==> src/rtl/seven_segment_scan_controller_if.sv <==
// Display-side bundle of the scan controller: BCD digits, blink/suppression
// controls in, anode enables and segment pattern out.
interface seven_segment_scan_controller_if;
   logic [3:0] digit0;
   logic [3:0] digit1;
   logic [3:0] digit2;
   logic [3:0] digit3;
   logic       blink_tick;
   logic [3:0] blink_mask;
   logic       lz_en;
   logic [3:0] an;
   logic [7:0] seg;

   modport master (
      output digit0, digit1, digit2, digit3, blink_tick, blink_mask, lz_en,
      input  an, seg
   );

   modport slave (
      input  digit0, digit1, digit2, digit3, blink_tick, blink_mask, lz_en,
      output an, seg
   );
endinterface

==> src/rtl/seven_segment_scan_controller.sv <==
// Four-digit common-anode scan controller with dead-time, per-digit blink and
// leading-zero suppression, plus its active-low BCD segment decoder.
module seven_segment_display (
   input  logic [3:0] num_i,
   output logic [7:0] seg_o
);
   // seg bit 0 = segment a ... bit 6 = g, bit 7 = dp; all active-low
   always_comb begin
      case (num_i)
         4'h0:    seg_o = 8'b1100_0000;
         4'h1:    seg_o = 8'b1111_1001;
         4'h2:    seg_o = 8'b1010_0100;
         4'h3:    seg_o = 8'b1011_0000;
         4'h4:    seg_o = 8'b1001_1001;
         4'h5:    seg_o = 8'b1001_0010;
         4'h6:    seg_o = 8'b1000_0010;
         4'h7:    seg_o = 8'b1111_1000;
         4'h8:    seg_o = 8'b1000_0000;
         4'h9:    seg_o = 8'b1001_0000;
         default: seg_o = 8'b1111_1111;
      endcase
   end
endmodule

module seven_segment_scan_controller #(
   parameter int REFRESH_DIV = 100000,
   parameter int DEAD_CYCLES = 1000
) (
   input logic                          clk,
   input logic                          rst,
   seven_segment_scan_controller_if.slave disp
);
   localparam int CW = (REFRESH_DIV > 1) ? $clog2(REFRESH_DIV) : 1;
   localparam logic [CW-1:0] CNT_LAST = CW'(REFRESH_DIV - 1);
   localparam logic [CW-1:0] CNT_DEAD = CW'(DEAD_CYCLES);

   logic [CW-1:0] cnt_q,   cnt_d;
   logic [1:0]    idx_q,   idx_d;
   logic          blink_q, blink_d;
   logic [3:0]    an_q,    an_d;
   logic [3:0]    num_q,   num_d;
   logic [3:0]    lz_s;
   logic [3:0]    blank_s;
   logic [3:0]    dig_s;

   // Next-state: slot counter, digit index, blink phase and output registers
   always_comb begin
      cnt_d   = cnt_q + CW'(1);
      idx_d   = idx_q;
      blink_d = blink_q ^ disp.blink_tick;
      an_d    = 4'b1111;
      num_d   = 4'hF;

      if (cnt_q == CNT_LAST) begin
         cnt_d = '0;
         idx_d = idx_q + 2'd1;
      end else begin
         idx_d = idx_q;
      end

      // Suppression chains from the leftmost digit; digit0 always shows
      lz_s[3] = disp.lz_en & (disp.digit3 == 4'h0);
      lz_s[2] = lz_s[3] & (disp.digit2 == 4'h0);
      lz_s[1] = lz_s[2] & (disp.digit1 == 4'h0);
      lz_s[0] = 1'b0;
      blank_s = lz_s | (disp.blink_mask & {4{blink_q}});

      case (idx_q)
         2'd0:    dig_s = disp.digit0;
         2'd1:    dig_s = disp.digit1;
         2'd2:    dig_s = disp.digit2;
         2'd3:    dig_s = disp.digit3;
         default: dig_s = 4'hF;
      endcase

      if (cnt_q < CNT_DEAD) begin
         an_d  = 4'b1111;
         num_d = 4'hF;
      end else if (blank_s[idx_q]) begin
         an_d  = 4'b1111;
         num_d = 4'hF;
      end else begin
         an_d  = ~(4'b0001 << idx_q);
         num_d = dig_s;
      end
   end

   // State and output registers with synchronous reset
   always_ff @(posedge clk) begin
      if (rst) begin
         cnt_q   <= '0;
         idx_q   <= 2'd0;
         blink_q <= 1'b0;
         an_q    <= 4'b1111;
         num_q   <= 4'hF;
      end else begin
         cnt_q   <= cnt_d;
         idx_q   <= idx_d;
         blink_q <= blink_d;
         an_q    <= an_d;
         num_q   <= num_d;
      end
   end

   seven_segment_display u_dec (
      .num_i (num_q),
      .seg_o (disp.seg)
   );

   assign disp.an = an_q;
endmodule

==> src/flat_wrapper.sv <==
// flat-port wrapper written by rule: the top's interface ports become plain ports
module seven_segment_scan_controller_flat 
#(
   parameter int REFRESH_DIV = 100000,
   parameter int DEAD_CYCLES = 1000
)
  (clk, rst, disp_digit0, disp_digit1, disp_digit2, disp_digit3, disp_blink_tick, disp_blink_mask, disp_lz_en, disp_an, disp_seg);
  seven_segment_scan_controller_if disp_i ();
  input logic clk;
  input logic rst;
  input wire logic [$bits(disp_i.digit0)-1:0] disp_digit0;
  input wire logic [$bits(disp_i.digit1)-1:0] disp_digit1;
  input wire logic [$bits(disp_i.digit2)-1:0] disp_digit2;
  input wire logic [$bits(disp_i.digit3)-1:0] disp_digit3;
  input wire logic [$bits(disp_i.blink_tick)-1:0] disp_blink_tick;
  input wire logic [$bits(disp_i.blink_mask)-1:0] disp_blink_mask;
  input wire logic [$bits(disp_i.lz_en)-1:0] disp_lz_en;
  output wire logic [$bits(disp_i.an)-1:0] disp_an;
  output wire logic [$bits(disp_i.seg)-1:0] disp_seg;
  assign disp_i.digit0 = disp_digit0;
  assign disp_i.digit1 = disp_digit1;
  assign disp_i.digit2 = disp_digit2;
  assign disp_i.digit3 = disp_digit3;
  assign disp_i.blink_tick = disp_blink_tick;
  assign disp_i.blink_mask = disp_blink_mask;
  assign disp_i.lz_en = disp_lz_en;
  assign disp_an = disp_i.an;
  assign disp_seg = disp_i.seg;
  seven_segment_scan_controller #(.REFRESH_DIV(REFRESH_DIV), .DEAD_CYCLES(DEAD_CYCLES)) u_core (.clk(clk), .rst(rst), .disp(disp_i));
endmodule
==> config.mk <==
export PLATFORM = sky130hd
export DESIGN_NAME = seven_segment_scan_controller_flat
export DESIGN_NICKNAME = d
export VERILOG_FILES = /design/src/rtl/seven_segment_scan_controller_if.sv /design/src/rtl/seven_segment_scan_controller.sv /design/src/flat_wrapper.sv
export SDC_FILE = /design/constraint.sdc
export NUM_CORES = 1
export LEC_CHECK = 0
export ABC_AREA = 1
export CORE_ASPECT_RATIO = 0.5
export CORE_MARGIN = 4
export CORE_UTILIZATION = 45
export CTS_BUF_LIST = sky130_fd_sc_hd__clkbuf_16
export DETAILED_ROUTE_END_ITERATION = 7
export PLACE_DENSITY = 0.73
export SYNTH_ARGS = -nofsm -noshare
export SYNTH_HDL_FRONTEND = slang
export SYNTH_SLANG_ARGS = --single-unit
==> constraint.sdc <==
create_clock -name clk -period 3.5 [get_ports clk]
set_input_delay 0.7 -clock clk [delete_from_list [all_inputs] [get_ports clk]]
set_output_delay 0.7 -clock clk [all_outputs]
set_load 0.02 [all_outputs]
== Word level (Yosys, flattened, before mapping) ==
Memories as Yosys holds them, arrays and structs flattened. A register that Yosys moved wholly into a read port is not among the register bits.
Cells that the tools add are included.

* Add/sub/neg operators: 2
* Multipliers: 0
* Div/mod/pow operators: 0
* $lt $le $gt $ge: 2
* Equality and inequality tests: 4
* Shift operators: 1
* Multiplexer cells: 4
* Bitwise logic cells: 7
* Reduce and logical (&&, ||, !) cells: 6

{| class="wikitable"
|+ Operators by type and width
! operator !! count
|-
| $add 17x1->17 const B || 1
|-
| $eq 17x17->1 const B || 1
|-
| $lt 17x10->1 const B || 1
|-
| $pmux 4 s4 || 1
|-
| $logic_not 4->1 || 3
|-
| $and 4x4->4 || 1
|-
| $eq 2x2->1 const B || 2
|-
| $mux 4 || 1
|-
| $not 4->4 || 1
|-
| $or 4x4->4 || 1
|-
| $shl 1x2->4 const A || 1
|-
| $and 1x1->1 || 3
|-
| $lt 2x3->1 const B || 1
|-
| $reduce_or 3->1 || 1
|-
| $add 2x1->2 const B || 1
|-
| $bmux 1 s2 || 1
|-
| $eq 2x1->1 const B || 1
|-
| $logic_not 2->1 || 1
|-
| $reduce_or 2->1 || 1
|-
| $mux 1 || 1
|-
| $xor 1x1->1 || 1
|}

* Register bits after elaboration: 24
* Latch bits: 0
* Bits in writable memories: 0
* Memory bits (read-only): 112
* Word-level logic and storage cells: 31
* Memories kept: 1

{| class="wikitable"
|+ Memories
! memory !! depth !! width !! read ports !! clocked after memory_dff !! write ports !! line !! RTL
|-
| (no name shown) || 16 || 7 || 1 || 1 || 0 || seven_segment_scan_controller.sv:9 || <nowiki>case (num_i)</nowiki>
|}

== Longest topological paths before layout ==
* Word-level depth: 9
* Mapped depth: 16
* Gate-level depth less buffers: 16

== Hierarchy ==
Synthesis repeated with hierarchy kept, for this count alone.

* Cells, all modules: 253
* Area total of the unflattened synthesis: 1695.4 sq um

{| class="wikitable"
|+ By module, submodules not included
! module !! times used !! cells an instance !! area each (sq um) !! seq. area each (sq um)
|-
| seven_segment_scan_controller || 1 || 216 || 1496.4 || 560.5
|-
| seven_segment_display || 1 || 37 || 198.9 || 0.0
|}

== Worst setup path before layout ==
No wires, ideal clock.

* Kind: input to register
* From: input port disp_digit3[3]
* To: register u_core.u_dec.seg_o[3] (netlist name)
* Library setup time: 0.119 ns
* Arrival: 2.014 ns
* Setup slack: 1.367 ns
* Stages on the path: 13
* Cells stage by stage: nor2_1 -> nand2_1 -> nor2_1 -> nand3_1 -> a21oi_2 -> nor2_8 -> inv_1 -> nor2_1 -> ha_1 -> nand2_1 -> nand2_1 -> nand2_1 -> nand2_1

* Cells in the longest elaborated chain, start to end: 9
* Elaborated cells between the ends (all ways): 10

{| class="wikitable"
|+ Ends and longest elaborated chain
! item !! line !! RTL
|-
| start: declaration || flat_wrapper.sv:14 || <nowiki>input wire logic [$bits(disp_i.digit3)-1:0] disp_digit3;</nowiki>
|-
| $logic_not 4->1 || seven_segment_scan_controller.sv:62 || <nowiki>lz_s[3] = disp.lz_en & (disp.digit3 == 4'h0);</nowiki>
|-
| $and 1x1->1 || seven_segment_scan_controller.sv:62 ||
|-
| $and 1x1->1 || seven_segment_scan_controller.sv:63 || <nowiki>lz_s[2] = lz_s[3] & (disp.digit2 == 4'h0);</nowiki>
|-
| $and 1x1->1 || seven_segment_scan_controller.sv:64 || <nowiki>lz_s[1] = lz_s[2] & (disp.digit1 == 4'h0);</nowiki>
|-
| $or 4x4->4 || seven_segment_scan_controller.sv:66 || <nowiki>blank_s = lz_s | (disp.blink_mask & {4{blink_q}});</nowiki>
|-
| $bmux 1 s2 || seven_segment_scan_controller.sv:79 || <nowiki>end else if (blank_s[idx_q]) begin</nowiki>
|-
| $mux 1 (not written as such) || seven_segment_scan_controller.sv:79 ||
|-
| $reduce_or 3->1 (no source line) || - ||
|-
| $mux 4 (no source line) (*) || - ||
|}

Mark *: on every way between the ends. The rest lies on a longest branch, timed or not. The select of a mux whose other input is x is not followed.
A chain may end at the register's enable or synchronous reset.

== Worst setup path after layout ==
* From: input port disp_digit3[3]
* To: register u_core.u_dec.seg_o[6] (netlist name)

* Cells in the longest elaborated chain, start to end: 9
* Elaborated cells between the ends (all ways): 10

{| class="wikitable"
|+ Ends and longest elaborated chain
! item !! line
|-
| $logic_not 4->1 || seven_segment_scan_controller.sv:62
|-
| $and 1x1->1 || seven_segment_scan_controller.sv:62
|-
| $and 1x1->1 || seven_segment_scan_controller.sv:63
|-
| $and 1x1->1 || seven_segment_scan_controller.sv:64
|-
| $or 4x4->4 || seven_segment_scan_controller.sv:66
|-
| $bmux 1 s2 || seven_segment_scan_controller.sv:79
|-
| $mux 1 (not written as such) || seven_segment_scan_controller.sv:79
|-
| $reduce_or 3->1 (no source line) || -
|-
| $mux 4 (no source line) (*) || -
|}

Marks and branches as above.

==> impl_metrics.yaml <==
outcome:
  outcome: "complete, no violations"
clock_tree:
  cts_root_buf: "clkbuf_16"
  ctsResizeCount: 0
  clock_latency_ns: 0.27
  clk_path_buf_depth: 2
  cts_tree: "built"
  clock-sinks: 31
  clk_pin_slew_ns: 0.05
  htreeDepth: 2
  postCtsSetupRepairBufs: 0
  cts_hold_repair.buffers: 0
  cts_buffers: 5
placement:
  place_area_um2: 2070
  dpl.hpwl_um: 2730
  gp_routability_congestion: 0.861
  io_buffers: 34
  numPlacedInstances: 317
  pre_cts_ws_ns: 0.766
sta:
  finalCritPeriodShare_pct: 70.3
  fin_ws_ns: 1.04
  period_needed_ns: 2.46
  tns_ns: 0
  fmax_ghz: 0.406
  slew_violations: 0
  skew_ns: 0.00130
  rsz0062_at_grt: "no"
  hold_viol_final: 0
  setup_violations: 0
floorplan:
  rows: 15
  die_w_um: 94.4
  fp.dieArea_um2: 4840
  start_util_pct: 47.9
  core_area_um2: 3510
  io_pins: 36
  fp.dieH_um: 51.2
hold_path:
  hp-class: "flip-flop to flip-flop"
  whs_path_depth: 1
drt:
  avgRoutedWirePerCell_um: 11.2
  drt-vias-per-instance: 4.88
  ant_nets: 0
  drc: 0
  num_vias: 1585
  first_pass_iters: 4
  drtIter0Drc: 54
  wirelength_um: 3650
power:
  power_density_nw_per_um2: 373
  finalPower_mw: 0.824
  combPwrFrac_pct: 6.7
  clock_power_share_pct: 49.5
  seqPwrFrac_pct: 43.8
  switchingPower_mw: 0.179
  p_int_mw: 0.645
  leakagePower_nw: 0.928
  ir_worst_vdd_uv: 204
  p_sw_share_pct: 21.7
synth:
  synth_cell_types: 33
  syn_area_um2: 1680
  synthArstFlopShare_pct: 0
  synth_cells: 234
  synth_nets: 267
  synth_top_area_share_pct: 36.9
  postSynthAreaPerCell_um2: 7.18
  synth_warnings: 0
  synth_edf_count: 0
  synth.yosys.seq_area_share_pct: 36.9
  synth-seq-cells: 31
  yosysTopAreaCell: "dfxtp_1"
  synth_flop_cell: "dfxtp_1"
  yosys-top-cells-area: "dfxtp_1 (37%), nand2_1 (12%), ha_1 (6.7%)"
grt:
  grt_max_degree: 14
  grt_pass1_wl_um: 6420
  gr-usage-met2_pct: 28.3
  antenna_found_initial: 0
  gr-total-overflow: 0
  use_met3_pct: 5.88
  grt_use_met1_pct: 20.1
  grt_pass1_vias: 1527
  track_usage_pct: 17.1
  busiest_layer: "met2"
worst_setup_path:
  cp_num_buf_inv: 3
  arrival_ns: 2.62
  worst-path-max-fanout: 9
  reg2reg_depth: 13
  cp_top_family: "simple AND/OR/NAND/NOR gates"
  cp.required_ns: 3.66
  worstSetupPathType: "input port to flip-flop"
  cpMaxStageDelayCell: "clkdlybuf4s50_1"
  slowest_delay_ns: 0.48
  cp-start-kind: "input port"
  crit_path_cell_trace: "clkdlybuf4s50_1, nor2_1, nand2_1, nor2_1, nand2_1, nand2_1, nand2_1, nand2_2, nor2_8, inv_1, nor2_1, inv_1, ha_1, nor2_1, nor2_2, o21ai_1, nand2_1"
  crit_path_frequent_cell: "nand2_1"
  cp.depth: 17
  endpoint_kind: "flip-flop"
  reg2reg_slack_ns: 1.27
flow_run:
  drv_cap: 0
cells_and_area:
  final_cells: 325
  fin_nets: 306
  diodes: 0
  drive_gt1_share_pct: 11.7
  final_area_um2: 2210
  syn2layout_area_growth_pct: 31.5
==> cells in the final DEF (no fill, tap or decap), types with 5 or more instances in the layout <==
master	Yosys	routed
a21oi_1	13	13
clkbuf_16	0	5
clkdlybuf4s50_1	0	34
dfxtp_1	31	31
ha_1	9	9
inv_1	26	28
inv_2	7	7
nand2_1	54	54
nand3_1	9	9
nand4_1	5	5
nor2_1	26	26
nor2_2	6	6
nor3_1	5	5
o21ai_0	6	6
o22ai_1	6	6
==> flip-flops by register name, indices dropped and copies added, names as in the netlist <==
| register | flops |
|---|---|
| u_core.cnt_q | 17 |
| u_core.idx_q | 2 |
| u_core.blink_q | 1 |
| u_core.u_dec.seg_o | 7 |
| u_core.disp.an | 4 |
==> routing by layer <==
metal	wire length, µm	part of all wire, %	vias to the layer above
li1	-	-	826
met1	1650	45	707
met2	1710	47	42
met3	212	5.8	10
met4	80	2.2	0
met5	0	0	-
==> per-stage QoR <==
stage / util [%] / hold WS [ns]
floorplan: - / 0.418
global placement: 59.0 / 0.432
detailed placement: 59.0 / 0.441
CTS: 63.0 / 0.453
global route: 63.0 / 0.490
finish: 63.0 / 0.448
==> synth_stat cells (3+ instances only) <==
master / instances
a21oi_1: 13
dfxtp_1: 31
ha_1: 9
inv_1: 26
inv_2: 7
nand2_1: 54
nand2_2: 3
nand3_1: 9
nand4_1: 5
nor2_1: 26
nor2_2: 6
nor3_1: 5
o21a_1: 3
o21ai_0: 6
o22ai_1: 6
==> kinds of logic (layout without fill, tap and decap cells) <==
| kind of cell | Yosys count | in the layout | share of synthesized area (%) |
|---|---|---|---|
| AOI/OAI and AO/OA | 36 | 36 | 13.4 |
| xor gates and xnor gates | 3 | 3 | 1.56 |
| adders and majority gates | 9 | 9 | 6.70 |
| buffers and inverters | 37 | 77 | 8.56 |
| DFF | 31 | 31 | 36.9 |
| other | 1 | 1 | 0.223 |
| and+or+nand+nor | 117 | 117 | 32.6 |
==> final timing paths <==
path                                       from                     to
worst min register to register  u_core.cnt_q[0]        u_core.cnt_q[0]
worst max register to register  u_core.idx_q[0]  u_core.u_dec.seg_o[6]
worst min-delay path            u_core.cnt_q[0]        u_core.cnt_q[0]
worst max-delay path             disp_digit3[3]  u_core.u_dec.seg_o[6]
==> layout make-up <==
cell class,instances,area (µm²)
Clock inverter,3,12.5
Clock buffer,5,125
Timing Repair Buffer,34,340
Tap cell,51,63.8
Fill cell,310,1300
Inverter,35,131
Multi-Input combinational cell,166,916
Sequential cell,31,621
==> power groups by stage <==
stage | clock network, mW | logic (mW) | registers, mW
after CTS | 0.412 | 0.0551 | 0.361
after global placement | 0 | 0.0534 | 0.368
after detailed placement | 0 | 0.0543 | 0.368
after global routing | 0.432 | 0.0611 | 0.361
after floorplan | 0 | 0.0239 | 0.368
final | 0.408 | 0.0549 | 0.361
==> worst register-to-register path, stage by stage, from the launching register on <==
cell	delay, ns
dfxtp_1	0.42
inv_2	0.11
ha_1	0.23
inv_1	0.13
o21ai_0	0.11
a21oi_1	0.13
o21ai_0	0.17
nor2_1	0.24
inv_1	0.07
ha_1	0.19
nor2_1	0.13
nor2_2	0.06
o21ai_1	0.07
nand2_1	0.06
No activity file was read; power rests on OpenSTA's default activity.
